==> src/rtl/mem_test_pkg.sv <==
// Shared types and helpers for the memTest data-bus walker.
package mem_test_pkg;

  // Controller states of the data-bus walker.
  typedef enum logic [3:0] {
    S_IDLE      = 4'd0,
    S_WRITE     = 4'd1,
    S_READ_REQ  = 4'd2,
    S_READ_WAIT = 4'd3,
    S_NEXT      = 4'd4,
    S_FAIL      = 4'd5,
    S_DONE      = 4'd6
  } state_t;

  // Pattern polarity: a single 1 in zeros, or a single 0 in ones.
  typedef enum logic {
    WALK_ONES  = 1'b0,
    WALK_ZEROS = 1'b1
  } mode_t;

  // Width of a counter that must hold 0..timeout_cycles; never narrower than 1.
  function automatic int tmo_cnt_width(input int timeout_cycles);
    int w;
    w = $clog2(timeout_cycles + 1);
    return (w < 1) ? 1 : w;
  endfunction

endpackage

==> src/rtl/mem_test_pattern_walker.sv <==
// Pattern register for the data-bus walker: loads the first pattern,
// rotates it left one bit per shift and tracks which bit is under test.
module mem_test_pattern_walker
  import mem_test_pkg::*;
#(
  parameter int DATA_WIDTH = 8,
  parameter int IDX_WIDTH  = $clog2(DATA_WIDTH)
) (
  input  logic                  i_clk,
  input  logic                  i_rst_n_async,
  input  logic                  load,
  input  mode_t                 mode,
  input  logic                  shift,
  output logic [DATA_WIDTH-1:0] pattern,
  output logic [IDX_WIDTH-1:0]  index,
  output logic                  last
);

  localparam logic [DATA_WIDTH-1:0] FIRST_ONE = DATA_WIDTH'(1);
  localparam logic [IDX_WIDTH-1:0]  LAST_IDX  = IDX_WIDTH'(DATA_WIDTH - 1);

  // Load seeds bit 0; shift rotates so the odd bit (1 or 0) walks upward.
  always_ff @(posedge i_clk or negedge i_rst_n_async) begin
    if (!i_rst_n_async) begin
      pattern <= '0;
      index   <= '0;
    end else if (load) begin
      pattern <= (mode == WALK_ZEROS) ? ~FIRST_ONE : FIRST_ONE;
      index   <= '0;
    end else if (shift) begin
      pattern <= {pattern[DATA_WIDTH-2:0], pattern[DATA_WIDTH-1]};
      index   <= index + IDX_WIDTH'(1);
    end
  end

  assign last = (index == LAST_IDX);

endmodule

==> src/rtl/mem_test_data_bus_walker.sv <==
// Data-bus test engine: walks a ones/zeros pattern across every data bit
// at one address, writing then reading back each pattern, and reports
// pass, miscompare or read-response timeout.
//
// Request handshake: o_mem_req_valid is raised with address, write data and
// we already stable, and all of them are held unchanged until the cycle in
// which i_mem_req_ready is also high; that cycle is the transfer. Read data
// is only taken while waiting for it (READ_WAIT) on i_mem_rsp_valid; there
// is no backpressure on responses.
module mem_test_data_bus_walker
  import mem_test_pkg::*;
#(
  parameter int DATA_WIDTH     = 8,
  parameter int ADDR_WIDTH     = 16,
  parameter int TIMEOUT_CYCLES = 256,
  parameter int IDX_WIDTH      = $clog2(DATA_WIDTH)
) (
  input  logic                  i_clk,
  input  logic                  i_rst_n_async,
  input  logic                  i_start,
  input  logic                  i_mode,
  input  logic [ADDR_WIDTH-1:0] i_address,
  output logic                  o_mem_req_valid,
  output logic                  o_mem_req_we,
  output logic [ADDR_WIDTH-1:0] o_mem_addr,
  output logic [DATA_WIDTH-1:0] o_mem_wdata,
  input  logic                  i_mem_req_ready,
  input  logic                  i_mem_rsp_valid,
  input  logic [DATA_WIDTH-1:0] i_mem_rsp_data,
  output logic                  o_busy,
  output logic                  o_done,
  output logic                  o_pass,
  output logic                  o_error,
  output logic                  o_timeout,
  output logic [IDX_WIDTH-1:0]  o_bit_index,
  output logic [DATA_WIDTH-1:0] o_fail_expected,
  output logic [DATA_WIDTH-1:0] o_fail_actual
);

  localparam int                 CNT_W    = tmo_cnt_width(TIMEOUT_CYCLES);
  localparam bit                 TMO_EN   = (TIMEOUT_CYCLES != 0);
  localparam logic [CNT_W-1:0]   TMO_LAST = CNT_W'((TIMEOUT_CYCLES == 0) ? 0 : TIMEOUT_CYCLES - 1);

  state_t                  state_q;
  state_t                  state_d;
  logic [CNT_W-1:0]        cnt_q;
  logic [DATA_WIDTH-1:0]   pattern;
  logic                    last;
  logic                    load;
  logic                    shift;
  logic                    set_pass;
  logic                    set_error;
  logic                    set_timeout;
  logic                    cnt_clr;
  logic                    cnt_inc;

  mem_test_pattern_walker #(
    .DATA_WIDTH (DATA_WIDTH),
    .IDX_WIDTH  (IDX_WIDTH)
  ) u_walker (
    .i_clk         (i_clk),
    .i_rst_n_async (i_rst_n_async),
    .load          (load),
    .mode          (mode_t'(i_mode)),
    .shift         (shift),
    .pattern       (pattern),
    .index         (o_bit_index),
    .last          (last)
  );

  // State register; reset drops the request in the same cycle.
  always_ff @(posedge i_clk or negedge i_rst_n_async) begin
    if (!i_rst_n_async) begin
      state_q <= S_IDLE;
    end else begin
      state_q <= state_d;
    end
  end

  // Next-state decode plus request outputs and datapath strobes.
  always_comb begin
    state_d         = state_q;
    load            = 1'b0;
    shift           = 1'b0;
    set_pass        = 1'b0;
    set_error       = 1'b0;
    set_timeout     = 1'b0;
    cnt_clr         = 1'b0;
    cnt_inc         = 1'b0;
    o_mem_req_valid = 1'b0;
    o_mem_req_we    = 1'b0;
    case (state_q)
      S_IDLE: begin
        if (i_start) begin
          load    = 1'b1;
          state_d = S_WRITE;
        end
      end
      S_WRITE: begin
        o_mem_req_valid = 1'b1;
        o_mem_req_we    = 1'b1;
        if (i_mem_req_ready) begin
          state_d = S_READ_REQ;
        end
      end
      S_READ_REQ: begin
        o_mem_req_valid = 1'b1;
        if (i_mem_req_ready) begin
          cnt_clr = 1'b1;
          state_d = S_READ_WAIT;
        end
      end
      S_READ_WAIT: begin
        // A response in the final timeout cycle is still compared.
        if (i_mem_rsp_valid) begin
          if (i_mem_rsp_data == pattern) begin
            state_d = S_NEXT;
          end else begin
            set_error = 1'b1;
            state_d   = S_FAIL;
          end
        end else if (TMO_EN && (cnt_q == TMO_LAST)) begin
          set_timeout = 1'b1;
          state_d     = S_FAIL;
        end else begin
          cnt_inc = 1'b1;
        end
      end
      S_NEXT: begin
        if (last) begin
          set_pass = 1'b1;
          state_d  = S_DONE;
        end else begin
          shift   = 1'b1;
          state_d = S_WRITE;
        end
      end
      S_FAIL: begin
        state_d = S_DONE;
      end
      S_DONE: begin
        state_d = S_IDLE;
      end
      default: begin
        state_d = S_IDLE;
      end
    endcase
  end

  // Read-response wait counter, restarted on every read acceptance.
  always_ff @(posedge i_clk or negedge i_rst_n_async) begin
    if (!i_rst_n_async) begin
      cnt_q <= '0;
    end else if (cnt_clr) begin
      cnt_q <= '0;
    end else if (cnt_inc && TMO_EN) begin
      cnt_q <= cnt_q + CNT_W'(1);
    end
  end

  // Test address and result flags; cleared by an accepted start, then held.
  always_ff @(posedge i_clk or negedge i_rst_n_async) begin
    if (!i_rst_n_async) begin
      o_mem_addr      <= '0;
      o_pass          <= 1'b0;
      o_error         <= 1'b0;
      o_timeout       <= 1'b0;
      o_fail_expected <= '0;
      o_fail_actual   <= '0;
    end else if (load) begin
      o_mem_addr      <= i_address;
      o_pass          <= 1'b0;
      o_error         <= 1'b0;
      o_timeout       <= 1'b0;
      o_fail_expected <= '0;
      o_fail_actual   <= '0;
    end else begin
      if (set_pass) begin
        o_pass <= 1'b1;
      end
      if (set_error) begin
        o_error         <= 1'b1;
        o_fail_expected <= pattern;
        o_fail_actual   <= i_mem_rsp_data;
      end
      if (set_timeout) begin
        o_timeout       <= 1'b1;
        o_fail_expected <= pattern;
        o_fail_actual   <= '0;
      end
    end
  end

  assign o_mem_wdata = pattern;
  assign o_busy      = (state_q != S_IDLE);
  assign o_done      = (state_q == S_DONE);

endmodule

==> config.mk <==
export PLATFORM = sky130hd
export DESIGN_NAME = mem_test_data_bus_walker
export DESIGN_NICKNAME = d
export VERILOG_FILES = /design/src/rtl/mem_test_pkg.sv /design/src/rtl/mem_test_pattern_walker.sv /design/src/rtl/mem_test_data_bus_walker.sv
export SDC_FILE = /design/constraint.sdc
export NUM_CORES = 1
export LEC_CHECK = 0
export BUFFER_PORTS_ARGS = -buffer_cell sky130_fd_sc_hd__buf_2
export CAP_MARGIN = 30
export CORE_MARGIN = 3
export CORE_UTILIZATION = 45
export CTS_CLUSTER_DIAMETER = 30
export DETAILED_ROUTE_END_ITERATION = 8
export GPL_TIMING_DRIVEN = 1
export PLACE_DENSITY = 0.82
export SKIP_LAST_GASP = 1
export SYNTH_ARGS = -nofsm -noshare
export SYNTH_HDL_FRONTEND = slang
export SYNTH_SLANG_ARGS = --single-unit
==> constraint.sdc <==
create_clock -name i_clk -period 2.7 [get_ports i_clk]
set_input_delay 0.27 -clock i_clk [delete_from_list [all_inputs] [get_ports i_clk]]
set_output_delay 0.27 -clock i_clk [all_outputs]
set_load 0.01 [all_outputs]
[Yosys cells after proc, flatten, opt, wreduce, memory -nomap -nowiden]
Cells that the tools add are included.
Cells by class
  bitwise gates (word level): 0
  divide/modulo/power cells: 0
  multipliers: 0
  add/subtract/negate cells: 2
  eq/ne operators: 13
  muxes and demuxes: 46
  reduce and logical (&&, ||, !) cells: 10
  magnitude comparators: 0
  shifts and indexed selects: 0
Operators with widths (count)
  $mux W8: 9
  $mux W1: 26
  $pmux W4 S6: 1
  $mux W4: 5
  $mux W9: 2
  $eq A4 B3 Y1 const B: 3
  $reduce_bool A2 Y1: 5
  $add A9 B1 Y9 const B: 1
  $eq A9 B8 Y1 const B: 1
  $mux W3: 3
  $eq A4 B2 Y1 const B: 2
  $eq A8 B8 Y1: 1
  $ne A2 B2 Y1 const B: 3
  $eq A4 B1 Y1 const B: 1
  $logic_not A4 Y1: 1
  $reduce_and A4 Y1: 1
  $reduce_bool A4 Y1: 1
  $add A3 B1 Y3 const B: 1
  $eq A3 B3 Y1 const B: 1
  $ne A3 B3 Y1 const B: 1
  $reduce_bool A3 Y1: 1
  $reduce_or A2 Y1: 1
Word-level totals
  flip-flop bits (word level): 59
  bits in latches: 0
  memory bits (writable): 0
  memories: 0
  word-level logic and storage cells: 81
  output and inout port bits: 50
  memory bits (read-only): 0
  bits of input ports: 30

[Logic depth before layout (Yosys ltp)]
Gate-level depths: netlist of the first run.
  word-level depth: 7
  gate-level depth with buffers: 9
  mapped depth without buffers: 8

[Cells and area by module]
A second synthesis of the first run with hierarchy kept.
Second synthesis, totals
  cells, all modules: 269
  area, all modules: 2980.4 um^2
Modules (own cells, without submodules)
  mem_test_data_bus_walker: sequential area each 1176.1 um^2, area each 2423.6 um^2, times used 1, cells an instance 232
  mem_test_pattern_walker: sequential area each 275.3 um^2, area each 556.8 um^2, times used 1, cells an instance 37

[Least setup slack after synthesis of the first run]
OpenSTA, ideal clock, no wires.
  kind: register -> register
  start: reg cnt_q[2]
  end: reg cnt_q[5]
  buffers on the path: 1
  arrival: 2.101 ns
  period minus slack after synthesis: 2.225 ns
  setup time: 0.124 ns
  data required time: 2.576 ns
  setup slack: 0.475 ns
  cell stages (with the launch flop): 10
  cells stage by stage: dfrtp_1 -> and4_1 -> nand2_1 -> nor2_1 -> ha_1 -> or4_4 -> buf_6 -> or3_1 -> xor2_1 -> nor2_2
On the way
  cells in the longest elaborated chain, start to end: 5
  elaborated cells between the ends (all ways): 8
  those cells by class: add/sub: 1; eq/ne: 1; mux: 5; reduce/logical: 1
RTL lines
  start, declared: RTL line mem_test_data_bus_walker.sv:46  | logic [CNT_W-1:0] cnt_q;
  start signal, assigned: RTL line mem_test_data_bus_walker.sv:157  | cnt_q <= cnt_q + CNT_W'(1);
  branches (longest 5 deep; another with $add A9 B1 Y9)
Several ways; the timed one is not identified. The select of a mux whose other input is x is not followed.
A chain may end at the register's enable or synchronous reset.

[Final worst setup path of the first run]
Ends and elaborated chain as after synthesis.

==> results of run 1 <==
[cell usage in the layout (no fill, tap or decap), drive strengths merged, types with 2 or more instances in the layout]
cell type / n
nand4: 2
a21oi: 10
a22o: 10
o31ai: 9
o21a: 2
clkbuf: 11
dfrtp: 58
buf: 87
o21ai: 7
clkinv: 2
mux2: 17
inv: 11
ha: 4
nor2: 16
nor4: 3
nand2: 38
xnor2: 2
xor2: 13
nand3: 6
nor3: 3
and3b: 3
a31oi: 7
[cell type report]
cell class	count	area [um2]
clock buffer	11	141
tap	72	90.1
multi-input combinational	165	1100
timing repair buffer	87	455
clock inverter	3	17.5
fill	507	2310
sequential	58	1450
inverter	11	41.3
[sequential cells by signal (all words and copies together), names as in the netlist]
name and count:
o_timeout 1, u_walker.index 3, o_fail_expected 8, cnt_q 9, o_fail_actual 8, state_q 3, o_mem_addr 16, o_error 1
o_pass 1, u_walker.pattern 8
[cells by family (layout without fill, tap and decap cells)]
| group | count (synthesis) | in the layout | synth area share (%) |
|---|---|---|---|
| AND/OR/NAND/NOR | 80 | 80 | 14.6 |
| AO/OA/AOI/OAI | 49 | 49 | 12.7 |
| adder cells (fa/ha/maj) | 4 | 4 | 1.88 |
| buffers and inverters | 24 | 112 | 4.09 |
| multiplexers | 17 | 17 | 7.20 |
| XOR/XNOR | 15 | 15 | 4.94 |
| flip-flops | 58 | 58 | 54.6 |
[per-stage QoR]
| step | util (%) | setup slack [ns] | cell area, um2 |
|---|---|---|---|
| after floorplan | - | 0.475 | 2660 |
| after global placement | 55.9 | 0.475 | 3140 |
| after detailed placement | 55.9 | 0.424 | 3140 |
| after CTS | 58.8 | 0.411 | 3300 |
| after global routing | 58.8 | 0.311 | 3300 |
| final | 58.8 | 0.410 | 3300 |
[worst min path at each step]
stage / startpoint / to / cells after the start
floorplan: i_rst_n_async / cnt_q[0] / 0
global placement: i_rst_n_async / o_fail_expected[7] / 1
detailed placement: i_rst_n_async / o_fail_expected[7] / 1
CTS: i_rst_n_async / o_fail_expected[1] / 1
global route: i_rst_n_async / o_fail_expected[6] / 1
finish: i_rst_n_async / o_fail_expected[7] / 1
[power by group]
| group | total, mW | switching [mW] | internal (mW) | leakage [nW] |
|---|---|---|---|---|
| clock network | 0.666 | 0.322 | 0.344 | 0.0810 |
| registers | 1.50 | 0.262 | 1.24 | 0.731 |
| logic | 1.64 | 0.902 | 0.739 | 0.833 |
| total | 3.81 | 1.49 | 2.32 | 1.64 |
[routing by layer]
layer | up-vias | part of all wire, % | global-route usage, %
met1 | 1014 | 44 | 24.5
li1 | 1031 | - | -
met4 | 0 | 1.5 | 6.39
met3 | 8 | 6.6 | 4.96
met2 | 72 | 48 | 29.4
met5 | - | 0 | 0
[worst max-delay path, stage by stage (launching register included)]
cell and delay, ns:
dfrtp_1 0.42, and4_1 0.24, nand2_1 0.09, nor2_1 0.06, ha_1 0.24, or4_4 0.55
or3_1 0.38, xor2_1 0.17, nor2_2 0.04
==> results_dict.tcl, run 1 <==
set metrics [dict create \
    status "finished, final reports clean" \
    hold_path.class "input port to async pin" \
    via_per_inst 5.22 \
    synth_ff_type "dfrtp_1" \
    ctsHoldBuffers 0 \
    setup_viol 0 \
    yosys-top-cells-area "dfrtp_1 (55%), mux2_2 (7.2%), nand2_1 (5.4%)" \
    netlist_top_cells_count "dfrtp_1 (58), nand2_1 (38), mux2_2 (17), nor2_1 (15), xor2_1 (13)" \
    rsz0062_at_grt "false" \
    vias 2125 \
    dp.cells 393 \
    max_cap_violations 0 \
    htreeDepth 3 \
    startpoint "cnt_q[2]" \
    clockRootBuffer "clkbuf_8" \
    clockBufferDepth 2 \
    final_cells 407 \
    clock.fmax_mhz 437 \
    tightest_slew_ns 0.884 \
    grt_pass1_vias 2166 \
    clock-sinks 58 \
    clock_skew_ns 0.00716 \
    grt_max_degree 41 \
    coreArea_um2 5610 \
    dieArea_um2 6870 \
    dr.first_iter.drc_count 84 \
    ant_nets 0 \
    synth_top_cell_by_area "dfrtp_1" \
    grt_usage_pct 18.5 \
    finalPower_mw 3.81 \
    syn2layout_area_growth_pct 24.0 \
    post_cts_buffers 0 \
    path_max_fanout 8 \
    postRouteWirelength_mm 6.05 \
    synthesis.area_um2 2660 \
    async_flop_share_pct 100 \
    final_nets 366 \
    maxSlewHeadroom_pct 41.0 \
    dr.pass1.iters 4 \
    arrival_ns 2.50 \
    ys_types 40 \
    synth_nets 281 \
    period_minus_slack_ns 2.29 \
    diodes 0 \
    r2r_end "cnt_q[5]" \
    r2r_slack_ns 0.41 \
    hold_viol_final 0 \
    cts_buffers 9 \
    die_w_um 82.9 \
    wire_per_inst_um 14.9 \
    r2r_cells 8 \
    tns_ns 0 \
    die_h_um 82.9 \
    io-pin-count 80 \
    r2r-start "cnt_q[2]" \
    dp_hpwl_mm 4.37 \
    route.detailed.drc 0 \
    clk_latency_ns 0.33 \
    start_util_pct 47.4 \
    antenna_found_initial 0 \
    ys_warn_count 0 \
    synth-seq-area-share_pct 54.6 \
    p_per_area_nw_per_um2 1160 \
    timing.final.crit_share_pct 84.8 \
    syn-instance-count 247 \
    hold_ws_ns 0.0566 \
    drive_gt1_share_pct 36.7 \
    cts_resized 0 \
    port-buffer-count 79 \
    p_leak_nw 1.64 \
    synth_edf_count 0 \
    worstSetupStartpointType "flop" \
    clk_pin_slew_ns 0.06 \
    rows 27 \
    cts_tree "built" \
    grt_overflow_total 0 \
    ir_worst_vdd_mv 0.620 \
    synth-seq-cells 58 \
    gp_congestion 0.878 \
    critical_path_class "flop to flop" \
    synth.avg_cell_area_um2 10.8 \
    grt_pass1_wl_mm 10.5 \
    critPathRequiredTime_ns 2.91 \
    slew_violations 0 \
    cp-endpoint "cnt_q[5]" \
    critical_path.endpoint_type "flop" \
    netlist.area_leader.share_pct 54.6 \
    synth_most_common_cell "dfrtp_1" \
]
No activity file was read; power rests on OpenSTA's default activity.
==> run 2, diff against run 1 <==
Clock period 2.7 ns to 2.23 ns, I/O delays scaled along.
==> results_dict.tcl, run 2 (synthesized netlist as in run 1, its figures left out) <==
set metrics [dict create \
    clockBufferDepth 2 \
    r2r-start "cnt_q[0]" \
    tns_ns 0 \
    r2r_cells 8 \
    coreArea_um2 5610 \
    critPathRequiredTime_ns 2.45 \
    antenna_found_initial 0 \
    ant_nets 0 \
    slowest_delay_ns 0.48 \
    max_cap_violations 0 \
    cp.depth 8 \
    hold_ws_ns 0.112 \
    final_nets 377 \
    via_per_inst 5.29 \
    p_sw_share_pct 37.4 \
    whs_endpoint "o_mem_addr[6]" \
    r2r_slack_ns 0.1 \
    period_minus_slack_ns 2.13 \
    tightest_slew_ns 0.700 \
    clk_latency_ns 0.34 \
    multiInputGateArea_um2 1120 \
    postRouteWirelength_mm 6.48 \
    grt-busiest-layer "met2" \
    vias 2221 \
    hold_viol_final 0 \
    io-pin-count 80 \
    clock.fmax_mhz 469 \
    setup_viol 0 \
    timing.critical_path.mode_cell "ha_2" \
    grtUsageMet1_pct 26.2 \
    register_area_um2 1450 \
    arrival_ns 2.36 \
    worst-path-buf-inv 0 \
    grt_max_degree 33 \
    critical_path.endpoint_type "flop" \
    clkPwrFrac_pct 21.7 \
    ir_worst_vdd_mv 0.653 \
    syn2layout_area_growth_pct 30.1 \
    maxSlewHeadroom_pct 53.3 \
    clk_pin_slew_ns 0.07 \
    nFillCells 475 \
    grt_overflow_total 0 \
    cts_buffers 9 \
    gp_congestion 0.825 \
    slew_violations 0 \
    worstSetupStartpointType "flop" \
    crit_chain "ha_2, nand2_1, nor2_1, ha_2, or4_4, or3_4, xor2_2, nor2_2" \
    dr.pass1.iters 4 \
    rows 27 \
    p_leak_nw 1.73 \
    final_common_cell "buf_2" \
    p_per_area_nw_per_um2 1430 \
    grt_use_met3_pct 4.56 \
    hp-start "i_address[6]" \
    rsz0062_at_grt "false" \
    htreeDepth 3 \
    largest-register "o_mem_addr" \
    whs_path_depth 2 \
    hold_path.class "input port to flop" \
    dr.first_iter.drc_count 120 \
    drive_gt1_share_pct 39.9 \
    dp_hpwl_mm 4.64 \
    clockRootBuffer "clkbuf_8" \
    p_comb_share_pct 40.3 \
    status "finished, final reports clean" \
    critical_path_class "flop to flop" \
    clock-sinks 58 \
    dieArea_um2 6870 \
    timing.final.crit_share_pct 95.6 \
    diodes 0 \
    port-buffer-count 79 \
    clock_skew_ns 0.0107 \
    intPower_mw 3.10 \
    cp_slowest_cell "or4_4" \
    start_util_pct 47.4 \
    path_max_fanout 5 \
    utilization_pct 61.7 \
    finalPower_mw 4.96 \
    path_delay_family "simple AND/OR/NAND/NOR gates" \
    grt_pass1_wl_mm 10.8 \
    r2r_end "cnt_q[5]" \
    die_w_um 82.9 \
    die_h_um 82.9 \
    grtUsageMet2_pct 30.0 \
    wire_per_inst_um 15.4 \
    mostFrequentLayoutCells "buf_2 (79), dfrtp_1 (58), nand2_1 (38)" \
    reg_top3 "o_mem_addr: 16 flops, cnt_q: 9 flops" \
    p_sw_mw 1.86 \
    largest_reg_flops 16 \
    grt_usage_pct 19.6 \
    pwr-share-seq_pct 38.0 \
    grt_pass1_vias 2199 \
    route.detailed.drc 0 \
    cts_tree "built" \
]
[run 2: cell count changes in the layout (fill, tap and decap cells not counted), sizes merged]
cell         previous run  this run
buf                    87        97
bufinv                  0         2
dlygate4sd3             0         1
[run 2: worst max-delay path by stage]
| stage | startpoint | endpoint |
|---|---|---|
| 5_1_grt | cnt_q[0] | cnt_q[5] |
| 4_1_cts | cnt_q[0] | cnt_q[5] |
| 2_1_floorplan | cnt_q[2] | cnt_q[5] |
| 3_3_place_gp | cnt_q[0] | cnt_q[5] |
| 6_report | cnt_q[0] | cnt_q[5] |
| 3_5_place_dp | cnt_q[0] | cnt_q[7] |
[run 2: power by group through the flow]
stage / registers (mW) / logic, mW / clock network (mW)
floorplan: 1.96 / 1.13 / 0
CTS: 1.88 / 1.98 / 1.09
detailed placement: 1.90 / 1.97 / 0
global placement: 1.88 / 1.91 / 0
finish: 1.88 / 2.00 / 1.08
global route: 1.96 / 2.22 / 1.14
[run 2: repair_timing]
item,CTS,global route
hold buffers,1,0
gates resized for setup,0,4
hold endpoints to repair,30,0
setup endpoints to repair,0,12
setup buffers,0,4
[run 2: area by class of cell]
type                       count  share of cell area [%]
clock inverter                 5                    2.24
multi-input combinational    165                    32.3
sequential                    58                    42.0
clock buffer                  11                    4.09
inverter                      11                    1.19
timing repair buffer          98                    15.6
tap                           72                    2.60
[run 2: routing by layer]
layer  vias to the layer above  part of all wire, %
li1                       1056                    -
met1                      1091                   45
met2                        59                   48
met3                        15                  4.2
met4                         0                  2.7
met5                         -                    0
[run 2: stage by stage]
step	cell area, um2	std cells	worst slack [ns]
floorplan	2660	247	0.00540
global placement	3180	399	0.120
detailed placement	3180	399	0.0767
CTS	3410	416	0.0506
global route	3460	420	0.0268
finish	3460	420	0.0987
==> run 3, diff against run 2 <==
Settings changed: CORE_ASPECT_RATIO from default to 0.7.
==> results_dict.tcl, run 3 (synthesized netlist as in run 1, its figures left out) <==
set metrics [dict create \
    status "finished, final reports clean" \
    critPathRequiredTime_ns 2.44 \
    max_cap_violations 0 \
    hold_path.class "input port to flop" \
    rows 22 \
    clk_latency_ns 0.33 \
    rsz0062_at_grt "true" \
    cts_tree "built" \
    p_sw_mw 1.84 \
    largest-register "o_mem_addr" \
    coreArea_um2 5480 \
    die_h_um 70.3 \
    setup_viol 0 \
    io-pin-count 80 \
    largest_reg_flops 16 \
    slew_violations 0 \
    postRouteWirelength_mm 6.48 \
    clkPwrFrac_pct 21.2 \
    die_w_um 97.9 \
    ant_nets 0 \
    dieArea_um2 6880 \
    htreeDepth 3 \
    critical_path.endpoint_type "flop" \
    ir_worst_vdd_mv 0.658 \
    grt_overflow_total 0 \
    clock_skew_ns 0.00484 \
    start_util_pct 48.5 \
    clock-sinks 58 \
    grt_pass1_wl_mm 10.6 \
    reg_top3 "o_mem_addr: 16 flops, cnt_q: 9 flops" \
    pwr-share-seq_pct 38.3 \
    p_leak_nw 1.74 \
    gp_congestion 0.883 \
    arrival_ns 2.37 \
    dr.pass1.iters 4 \
    intPower_mw 3.12 \
    timing.final.crit_share_pct 96.7 \
    p_sw_share_pct 37.0 \
    worstSetupStartpointType "flop" \
    dr.first_iter.drc_count 164 \
    path_max_fanout 5 \
    clockBufferDepth 2 \
    clock.fmax_mhz 464 \
    grt_pass1_vias 2200 \
    tightest_slew_ns 0.691 \
    dp_hpwl_mm 4.68 \
    syn2layout_area_growth_pct 30.7 \
    grt_max_degree 33 \
    route.detailed.drc 0 \
    critical_path_class "flop to flop" \
    hold_viol_final 0 \
    maxSlewHeadroom_pct 53.9 \
    final_cells 420 \
    place_area_um2 3200 \
    p_per_area_nw_per_um2 1430 \
    port-buffer-count 79 \
    cts_buffers 9 \
    clockRootBuffer "clkbuf_8" \
    final_nets 378 \
    design_area_um2 3470 \
    period_minus_slack_ns 2.16 \
    dp.cells 401 \
    diodes 0 \
    grt_usage_pct 19.4 \
    clk_pin_slew_ns 0.06 \
    vias 2190 \
    drive_gt1_share_pct 40.5 \
    antenna_found_initial 0 \
    mostFrequentLayoutCells "buf_2 (79), dfrtp_1 (58), nand2_1 (37)" \
    via_per_inst 5.21 \
    final_common_cell "buf_2" \
    wire_per_inst_um 15.4 \
    p_comb_share_pct 40.5 \
]
run 3: path summary, 6_finish.rpt:
| kind | endpoint | startpoint | slack, ns | cells past startpoint |
|---|---|---|---|---|
| setup / recovery | cnt_q[5] | cnt_q[0] | 0.07 | 8 |
| hold / removal | o_mem_addr[3] | i_address[3] | 0.12 | 2 |
| setup reg to reg | cnt_q[5] | cnt_q[0] | 0.07 | 8 |
| hold reg to reg | o_error | o_error | 0.49 | 1 |
| max in group asynchronous | o_fail_expected[2] | i_rst_n_async | 1.06 | 3 |
| min in group asynchronous | state_q[0] | i_rst_n_async | 0.47 | 2 |
run 3: through the flow:
step | setup slack, ns | setup TNS [ns] | hold WS (ns) | power (mW) | utilization [%]
3_5_place_dp | 0.0445 | 0 | 0.310 | 3.90 | 58.4
4_1_cts | 0.0306 | 0 | 0.107 | 4.98 | 62.6
2_1_floorplan | 0.00540 | 0 | -0.0726 | 3.09 | -
6_report | 0.0746 | 0 | 0.116 | 4.96 | 63.4
3_3_place_gp | 0.105 | 0 | 0.308 | 3.82 | 58.4
5_1_grt | -0.0212 | -0.0341 | 0.102 | 5.31 | 63.4
run 3: area by class of cell:
class / count / area [um2]
Fill cell: 448 / 2000
Sequential cell: 58 / 1450
Multi-Input combinational cell: 165 / 1120
Timing Repair Buffer: 99 / 548
Clock buffer: 14 / 193
Tap cell: 72 / 90.1
Inverter: 11 / 41.3
Clock inverter: 1 / 30.0
run 3: power by group through the flow:
stage,combinational (mW),clock [mW],sequential (mW)
2_1_floorplan,1.13,0,1.96
3_3_place_gp,1.94,0,1.89
3_5_place_dp,2.00,0,1.90
4_1_cts,2.02,1.07,1.89
5_1_grt,2.22,1.12,1.97
6_report,2.01,1.05,1.90
run 3: per-layer routing:
metal  GRT usage (%)  share of wire (%)  wire (um)
met1            26.8                 47       3070
met2            28.5                 44       2860
met3            6.89                7.1        460
met4            6.14                1.2         80
met5               0                  0          0
run 3: what timing repair did:
item	4_1_cts	5_1_grt
resized for setup	0	8
endpoints found under the setup margin	0	12
hold buffers	1	0
setup buffers	0	3
hold endpoints to repair	30	0
run 3: worst max-delay path, cell delays in order (launching register included):
cell     delay, ns
dfrtp_1       0.42
ha_2          0.23
nand2_1       0.07
nor2_1        0.05
ha_1          0.20
or4_4         0.49
or3_4         0.39
xor2_2        0.15
nor2_2        0.04
